### src/rtl/coax_rx_clock_recovery.sv
// Receive-side bit clock recovery for the bi-phase coax line: synchronise and deglitch rx,
// lock a phase counter to mid-bit transitions and strobe once per bit at the sample point.
module coax_rx_clock_recovery #(
  parameter int CLOCKS_PER_BIT = 8,
  parameter int SYNC_STAGES    = 2,
  parameter int FILTER_CLOCKS  = 1,
  parameter int EDGE_WINDOW    = 2,
  parameter int SAMPLE_OFFSET  = 6,
  parameter int LOSS_BITS      = 2
) (
  input  logic clk,
  input  logic reset,
  input  logic rx,
  output logic rx_filtered,
  output logic sample,
  output logic sample_value,
  output logic synchronized,
  output logic sync_lost
);

  localparam int PW = $clog2(CLOCKS_PER_BIT);
  localparam int FW = $clog2(FILTER_CLOCKS + 1);
  localparam int MW = $clog2(LOSS_BITS + 1);

  localparam logic [PW-1:0] P_LAST   = PW'(CLOCKS_PER_BIT - 1);
  localparam logic [PW-1:0] P_LATE   = PW'(CLOCKS_PER_BIT - EDGE_WINDOW);
  localparam logic [PW-1:0] P_EARLY  = PW'(EDGE_WINDOW);
  localparam logic [PW-1:0] P_SAMPLE = PW'(SAMPLE_OFFSET);
  localparam logic [FW-1:0] F_LIMIT  = FW'(FILTER_CLOCKS);
  localparam logic [MW-1:0] M_LAST   = MW'(LOSS_BITS - 1);

  typedef enum logic {HUNT, LOCKED} state_t;

  logic [SYNC_STAGES-1:0] sync_q;
  logic                   s;
  logic [FW-1:0]          f;
  logic                   rx_filtered_d;
  logic                   rx_edge;

  state_t        state;
  logic [PW-1:0] p;
  logic [MW-1:0] m;
  logic          wrap;
  logic          accept;

  // NOTE: every flop here is state, so all sequential blocks use non-blocking assignments.
  always_ff @(posedge clk) begin
    if (reset) sync_q <= '0;
    else       sync_q <= {sync_q[SYNC_STAGES-2:0], rx};
  end

  assign s = sync_q[SYNC_STAGES-1];

  // rx_filtered only follows s after a run of disagreement; a shorter pulse just clears f.
  always_ff @(posedge clk) begin
    if (reset) begin
      f             <= '0;
      rx_filtered   <= 1'b0;
      rx_filtered_d <= 1'b0;
    end else begin
      rx_filtered_d <= rx_filtered;
      if (s == rx_filtered) begin
        f <= '0;
      end else if (f == F_LIMIT) begin
        rx_filtered <= s;
        f           <= '0;
      end else begin
        f <= f + 1'b1;
      end
    end
  end

  assign rx_edge = rx_filtered != rx_filtered_d;
  assign wrap    = p == P_LAST;
  // Transitions near p==0 are mid-bit and re-zero the phase; the rest are bit boundaries.
  assign accept  = rx_edge && ((p >= P_LATE) || (p <= P_EARLY));
  assign sample  = (state == LOCKED) && (p == P_SAMPLE);

  always_ff @(posedge clk) begin
    if (reset) begin
      state        <= HUNT;
      p            <= '0;
      m            <= '0;
      synchronized <= 1'b0;
      sync_lost    <= 1'b0;
      sample_value <= 1'b0;
    end else begin
      sync_lost <= 1'b0;
      if (sample) sample_value <= rx_filtered;
      unique case (state)
        HUNT: begin
          p <= '0;
          m <= '0;
          if (rx_edge) begin
            state        <= LOCKED;
            synchronized <= 1'b1;
          end
        end
        LOCKED: begin
          if (accept) begin
            p <= '0;
            m <= '0;
          end else if (wrap) begin
            p <= '0;
            // Flywheel: count silent bit periods and give up after LOSS_BITS of them.
            if (m == M_LAST) begin
              state        <= HUNT;
              synchronized <= 1'b0;
              sync_lost    <= 1'b1;
              m            <= '0;
            end else begin
              m <= m + 1'b1;
            end
          end else begin
            p <= p + 1'b1;
          end
        end
        default: state <= HUNT;
      endcase
    end
  end

endmodule

### config.mk
export PLATFORM = sky130hd
export DESIGN_NAME = coax_rx_clock_recovery
export DESIGN_NICKNAME = d
export VERILOG_FILES = /design/src/rtl/coax_rx_clock_recovery.sv
export SDC_FILE = /design/constraint.sdc
export NUM_CORES = 1
export LEC_CHECK = 0
export ABC_AREA = 1
export BUFFER_PORTS_ARGS = -buffer_cell sky130_fd_sc_hd__clkbuf_2
export CORE_MARGIN = 2
export CORE_UTILIZATION = 35
export CTS_BUF_LIST = sky130_fd_sc_hd__clkbuf_16
export DETAILED_ROUTE_END_ITERATION = 8
export HOLD_SLACK_MARGIN = 0.03
export PLACE_DENSITY = 0.63
export SYNTH_ARGS = -nofsm -noshare
export SYNTH_HDL_FRONTEND = slang
export SYNTH_SLANG_ARGS = --single-unit
### constraint.sdc
create_clock -name clk -period 1.65 [get_ports clk]
set_clock_uncertainty 0.1 [all_clocks]
set_input_delay 0.33 -clock clk [delete_from_list [all_inputs] [get_ports clk]]
set_output_delay 0.33 -clock clk [all_outputs]
set_load 0.05 [all_outputs]
==> results.py, run 1 <==
metrics = {
    "global_route": {
        "grt_pass1_wl_um": 1650,
        "grt_use_total_pct": 11.5,
        "grt-ovfl-total": 0,
        "antenna_found_initial": 0,
        "grt_max_degree": 9,
        "grt_pass1_vias": 388,
    },
    "sta": {
        "drv_slew": 0,
        "max_freq_ghz": 0.637,
        "slew_headroom_pct": 81.8,
        "hold_violations": 0,
        "timing.final.crit_share_pct": 95.2,
        "rsz0062_at_grt": "no",
        "fin_setup_tns_ns": 0,
        "min_period_ns": 1.57,
        "tightest_slew_ns": 0.274,
        "setup_viol": 0,
        "layout_setup_ws_ns": 0.0791,
    },
    "critical_path": {
        "cp_max_fo": 4,
        "cp-end-kind": "output port",
        "arrival_ns": 1.14,
        "critPathKind": "flop to output port",
        "critPathLaunchType": "flop",
        "worstPathRequired_ns": 1.22,
        "startpoint": "p[1]$_SDFF_PP0_",
        "reg2reg_from": "p[1]$_SDFF_PP0_",
    },
    "die": {
        "rows": 14,
        "io-pin-count": 8,
        "core_um2": 1520,
        "start_util_pct": 37.8,
        "dieHeight_um": 44.6,
        "dieWidth_um": 44.6,
        "dieArea_um2": 1990,
    },
    "cts": {
        "post_cts_buffers": 0,
        "ctsLongestPathBuffers": 2,
        "cts_max_level": 1,
        "cts_tree": "yes",
        "cts_root_buf": "clkbuf_16",
        "hold_buffers": 0,
        "numCtsBuffers": 3,
        "clock_sinks": 14,
        "clk_pin_slew_ns": 0.05,
        "insertion_delay_ns": 0.24,
    },
    "yosys": {
        "synthCells": 67,
        "syn-cell-area_um2": 577,
        "avgSynthCellArea_um2": 8.61,
        "synth_warnings": 0,
        "syn_nets": 73,
        "synth_seq_area_share_pct": 48.6,
        "yosysUniqueCellTypes": 18,
        "ys_seq_elements": 14,
    },
    "job": {
        "maxCapViolations": 0,
    },
    "cells_and_area": {
        "stdcell_count": 94,
        "fill_cells": 147,
        "final_core_util_pct": 46.9,
        "syn_to_final_growth_pct": 23.9,
        "drive_gt1_share_pct": 29.5,
        "nets": 85,
        "ff_latch_area_um2": 282,
        "n_antenna_cell": 0,
        "multi_input_area_um2": 251,
    },
    "power_and_ir_drop": {
        "fin_total_pwr_mw": 0.871,
        "p_leak_nw": 0.304,
        "p_per_area_nw_per_um2": 1220,
        "ir_worst_vdd_mv": 0.454,
    },
    "routing": {
        "drtIter0Drc": 12,
        "vias": 423,
        "vias_per_cell": 4.50,
        "drc": 0,
        "postRouteWirelength_um": 884,
        "routedWlPerCell_um": 9.40,
        "ant_nets": 0,
        "drt_first_pass_iters": 2,
    },
    "run_status": {
        "outcome": "finished, final reports clean",
    },
    "place": {
        "dp_hpwl_um": 667,
        "dp_slack_ns": 0.254,
        "dp_cells": 90,
        "place_congestion": 0.691,
        "port_buffers": 7,
    },
    "worst_hold_path": {
        "hp-start": "rx",
        "hold_class": "input port to flop",
    },
}
==> what timing repair did <==
| item | in CTS | in global routing |
|---|---|---|
| gates resized for setup | 0 | 3 |
| hold endpoints to repair | 0 | 0 |
| setup endpoints to repair | 0 | 1 |
==> layer usage <==
metal	vias up	part of all wire, %	global-route usage, %
met4	0	0	3.64
met5	-	0	0
met1	185	51	14.2
met3	0	3.5	4.90
li1	232	-	-
met2	6	45	18.0
==> power by group <==
part | leakage, nW | internal (mW) | switching, mW
Sequential | 0.114 | 0.351 | 0.00794
Combinational | 0.151 | 0.0182 | 0.0421
Clock | 0.0385 | 0.320 | 0.131
Total | 0.304 | 0.689 | 0.182
==> critical path: stages (launching register included) <==
cell	delay, ns
dfxtp_1	0.37
ha_1	0.16
nand3_1	0.07
inv_1	0.08
clkbuf_4	0.23
==> cell families (layout without fill, tap and decap cells) <==
logic type	count (synthesis)	in the layout	synth area share, %
and+or+nand+nor	30	30	29.1
AOI/OAI and AO/OA	8	8	8.03
buffers and inverters	12	23	7.81
DFF	14	14	48.6
adders and majority gates	3	3	6.51
==> cell usage after synthesis <==
cell	instances	share of area [%]
dfxtp_1	14	49
inv_1	10	6.5
nor2_1	10	6.5
nand2_1	6	3.9
nand3_1	5	4.3
ha_1	3	6.5
nand2_2	3	3.3
o21ai_0	3	2.6
a21oi_1	2	1.7
inv_2	2	1.3
nor2_2	2	2.2
a211oi_1	1	1.3
a21oi_2	1	1.5
nand2_4	1	2.0
nand3_2	1	1.7
nand3_4	1	3.0
nor3b_2	1	2.2
o21ai_1	1	0.87
==> area by class of cell <==
| class | count | area share [%] |
|---|---|---|
| clock inverters | 1 | 0.525 |
| clock buffers | 3 | 10.5 |
| flip-flops and latches | 14 | 39.4 |
| multi-input cells | 41 | 35.2 |
| well taps | 16 | 2.80 |
| inverters | 12 | 6.30 |
| repair buffers | 7 | 5.25 |
==> sequential cells by signal, summed over array words and instances (netlist names) <==
register / count
synchronized: 1
sample_value: 1
rx_filtered: 1
m: 2
state: 1
sync_q: 2
rx_filtered_d: 1
sync_lost: 1
p: 3
f: 1
==> final timing paths <==
path | endpoint | slack, ns | cells after the start
worst max-delay path | sample | 0.08 | 4
worst min-delay path | sync_q[0]$_SDFF_PP0_ | 0.18 | 3
worst max register to register | synchronized$_SDFFE_PP0P_ | 0.25 | 7
worst min register to register | sync_q[1]$_SDFF_PP0_ | 0.30 | 2
==> layout by cell type, fill, tap and decap left out <==
cell type  count
dfxtp_1       13
inv_1         10
nor2_1        10
nand2_1        6
clkbuf_2       6
nand3_1        5
nand2_2        3
o21ai_0        3
ha_1           3
clkbuf_16      3
inv_2          2
nor2_2         2
a21oi_1        2
nand2_4        1
nand3_4        1
a21oi_2        1
a211oi_1       1
nor3b_2        1
nand3_2        1
o21ai_1        1
clkinv_1       1
clkbuf_4       1
dfxtp_2        1
==> metrics by stage <==
| stage | hold WS (ns) | area [um^2] |
|---|---|---|
| floorplan | 0.288 | 577 |
| global placement | 0.289 | 632 |
| detailed placement | 0.297 | 632 |
| CTS | 0.180 | 711 |
| global route | 0.225 | 714 |
| finish | 0.180 | 714 |
Power figures use the tool's default switching activity.
==> run 2: changes to the inputs <==
==> constraint.sdc (replaced) <==
create_clock -name clk -period 1.65 [get_ports clk]
set_clock_uncertainty 0.1 [all_clocks]
set_input_delay 0.0825 -clock clk [delete_from_list [all_inputs] [get_ports clk]]
set_output_delay 0.0825 -clock clk [all_outputs]
set_load 0.05 [all_outputs]
==> run 2 against run 1 <==
Compared with the run above: worst setup slack improved by 0.16 ns; critical path depth rose by 1; flip-flop and latch count unchanged; utilization up 1.7 points; final area increased by 3.7%; sequential power about the same; critical path type unchanged; largest cell class unchanged; largest power group unchanged; highest routed layer is now met4.
==> results.py, run 2 (synthesized netlist as in run 1, its figures left out) <==
metrics = {
    "cells_and_area": {
        "final_cell_mix": "14 x dfxtp_1, 10 x inv_1, 10 x nor2_1, 7 x clkbuf_2, 6 x nand2_1",
        "syn_to_final_growth_pct": 28.4,
        "reg_top3": "p (3), m (2), sync_q (2)",
        "nets": 88,
        "regMostFlops": "p",
        "fill_cells": 151,
        "ff_latch_area_um2": 280,
        "drive_gt1_share_pct": 27.2,
        "largest_reg_flops": 3,
        "multi_input_area_um2": 251,
        "final_common_cell": "dfxtp_1",
        "n_antenna_cell": 0,
    },
    "critical_path": {
        "cpMostUsedCell": "inv_1",
        "reg2reg_from": "p[0]$_SDFF_PP0_",
        "crit_slowest_cell": "dfxtp_1",
        "r2r_setup_slack_ns": 0.27,
        "arrival_ns": 1.23,
        "rr_endpoint": "synchronized$_SDFFE_PP0P_",
        "max_stage_delay_ns": 0.36,
        "rr_worst_depth": 7,
        "crit_path_cell_trace": "inv_1 > ha_1 > nand3_1 > inv_1 > clkbuf_2",
        "critPathLaunchType": "flop",
        "cp_max_fo": 4,
        "cp-end-kind": "output port",
        "critPathKind": "flop to output port",
        "worstPathRequired_ns": 1.47,
    },
    "cts": {
        "insertion_delay_ns": 0.24,
        "cts_max_level": 1,
        "numCtsBuffers": 3,
        "post_cts_buffers": 0,
        "cts_tree": "yes",
        "ctsLongestPathBuffers": 2,
        "clock_sinks": 14,
        "cts_root_buf": "clkbuf_16",
        "clk_pin_slew_ns": 0.05,
    },
    "power_and_ir_drop": {
        "p_leak_nw": 0.317,
        "p_per_area_nw_per_um2": 1180,
        "ir_worst_vdd_mv": 0.722,
    },
    "routing": {
        "drtIter0Drc": 11,
        "ant_nets": 0,
        "drc": 0,
        "postRouteWirelength_um": 842,
        "vias_per_cell": 4.54,
        "routedWlPerCell_um": 8.68,
        "vias": 440,
        "drt_first_pass_iters": 4,
    },
    "global_route": {
        "grt-ovfl-total": 0,
        "grt_use_total_pct": 10.8,
        "antenna_found_initial": 0,
        "grt_pass1_vias": 353,
        "grt_max_degree": 9,
        "grt_pass1_wl_um": 1410,
    },
    "die": {
        "dieArea_um2": 1990,
        "start_util_pct": 37.8,
        "dieHeight_um": 44.6,
        "core_um2": 1520,
        "io-pin-count": 8,
        "dieWidth_um": 44.6,
        "rows": 14,
    },
    "sta": {
        "drv_slew": 0,
        "max_freq_ghz": 0.707,
        "rsz0062_at_grt": "no",
        "min_period_ns": 1.42,
        "setup_viol": 0,
        "tightest_slew_ns": 0.278,
        "slew_headroom_pct": 81.6,
        "fin_setup_tns_ns": 0,
        "hold_violations": 0,
        "timing.final.crit_share_pct": 85.8,
        "layout_setup_ws_ns": 0.235,
    },
    "place": {
        "port_buffers": 7,
        "dp_hpwl_um": 632,
        "place_congestion": 0.746,
        "dp_slack_ns": 0.280,
    },
    "worst_hold_path": {
        "hold_end": "sync_q[1]$_SDFF_PP0_",
        "hold_class": "flop to flop",
        "worstHoldPathCells": 2,
        "hp-start": "sync_q[0]$_SDFF_PP0_",
    },
    "run_status": {
        "outcome": "finished, final reports clean",
    },
    "job": {
        "maxCapViolations": 0,
    },
}
[run 2: cell count changes in the layout (fill, tap and decap cells not counted)]
cell and change:
clkbuf_2 +1, clkbuf_4 -1, dfxtp_1 +1, dfxtp_2 -1, dlygate4sd3_1 +3
[run 2: worst max-delay path, delay by kind of cell (launching register included)]
| family | cells | cell delay, ns |
|---|---|---|
| adder cells (fa/ha/maj) | 1 | 0.19 |
| AND/OR/NAND/NOR | 1 | 0.09 |
| buffers and inverters | 3 | 0.35 |
| flip-flops | 1 | 0.36 |
[run 2: report_power, final]
| group | switching (mW) | internal (mW) | total, mW |
|---|---|---|---|
| logic | 0.0426 | 0.0227 | 0.0653 |
| clock network | 0.131 | 0.319 | 0.450 |
| registers | 0.00784 | 0.351 | 0.359 |
[run 2: layout make-up]
class	instances	area share [%]
repair buffers	10	8.78
clock inverters	1	0.507
multi-input cells	41	34.0
flip-flops and latches	14	37.8
inverters	12	6.08
clock buffers	3	10.1
well taps	16	2.70
[run 2: worst max-delay path by stage]
stage                                  start                        end  slack (ns)
finish                       p[0]$_SDFF_PP0_                     sample        0.23
CTS                          p[0]$_SDFF_PP0_                     sample        0.22
global route                 p[0]$_SDFF_PP0_  synchronized$_SDFFE_PP0P_        0.14
floorplan           rx_filtered$_SDFFE_PP0P_  synchronized$_SDFFE_PP0P_        0.26
detailed placement           p[0]$_SDFF_PP0_  synchronized$_SDFFE_PP0P_        0.28
global placement             p[0]$_SDFF_PP0_  synchronized$_SDFFE_PP0P_        0.30
[run 2: routing by layer]
metal	global-route usage [%]	wire length, um
met2	14.8	361
met5	0	0
met4	7.27	19
met1	12.0	399
met3	7.35	62
[run 2: per-stage QoR]
step	power, mW	utilization (%)	cell area [um^2]	hold WS [ns]	cells
floorplan	0.411	-	577	0.0449	67
global placement	0.425	41.5	632	0.174	90
detailed placement	0.426	41.5	632	0.182	90
CTS	0.891	48.6	741	0.295	97
global route	0.918	48.6	741	0.359	97
finish	0.875	48.6	741	0.293	97
[run 2: what timing repair did]
| item | in CTS | in global routing |
|---|---|---|
| hold buffers | 3 | 0 |
| hold endpoints to repair | 5 | 0 |
| gates resized for setup | 0 | 0 |
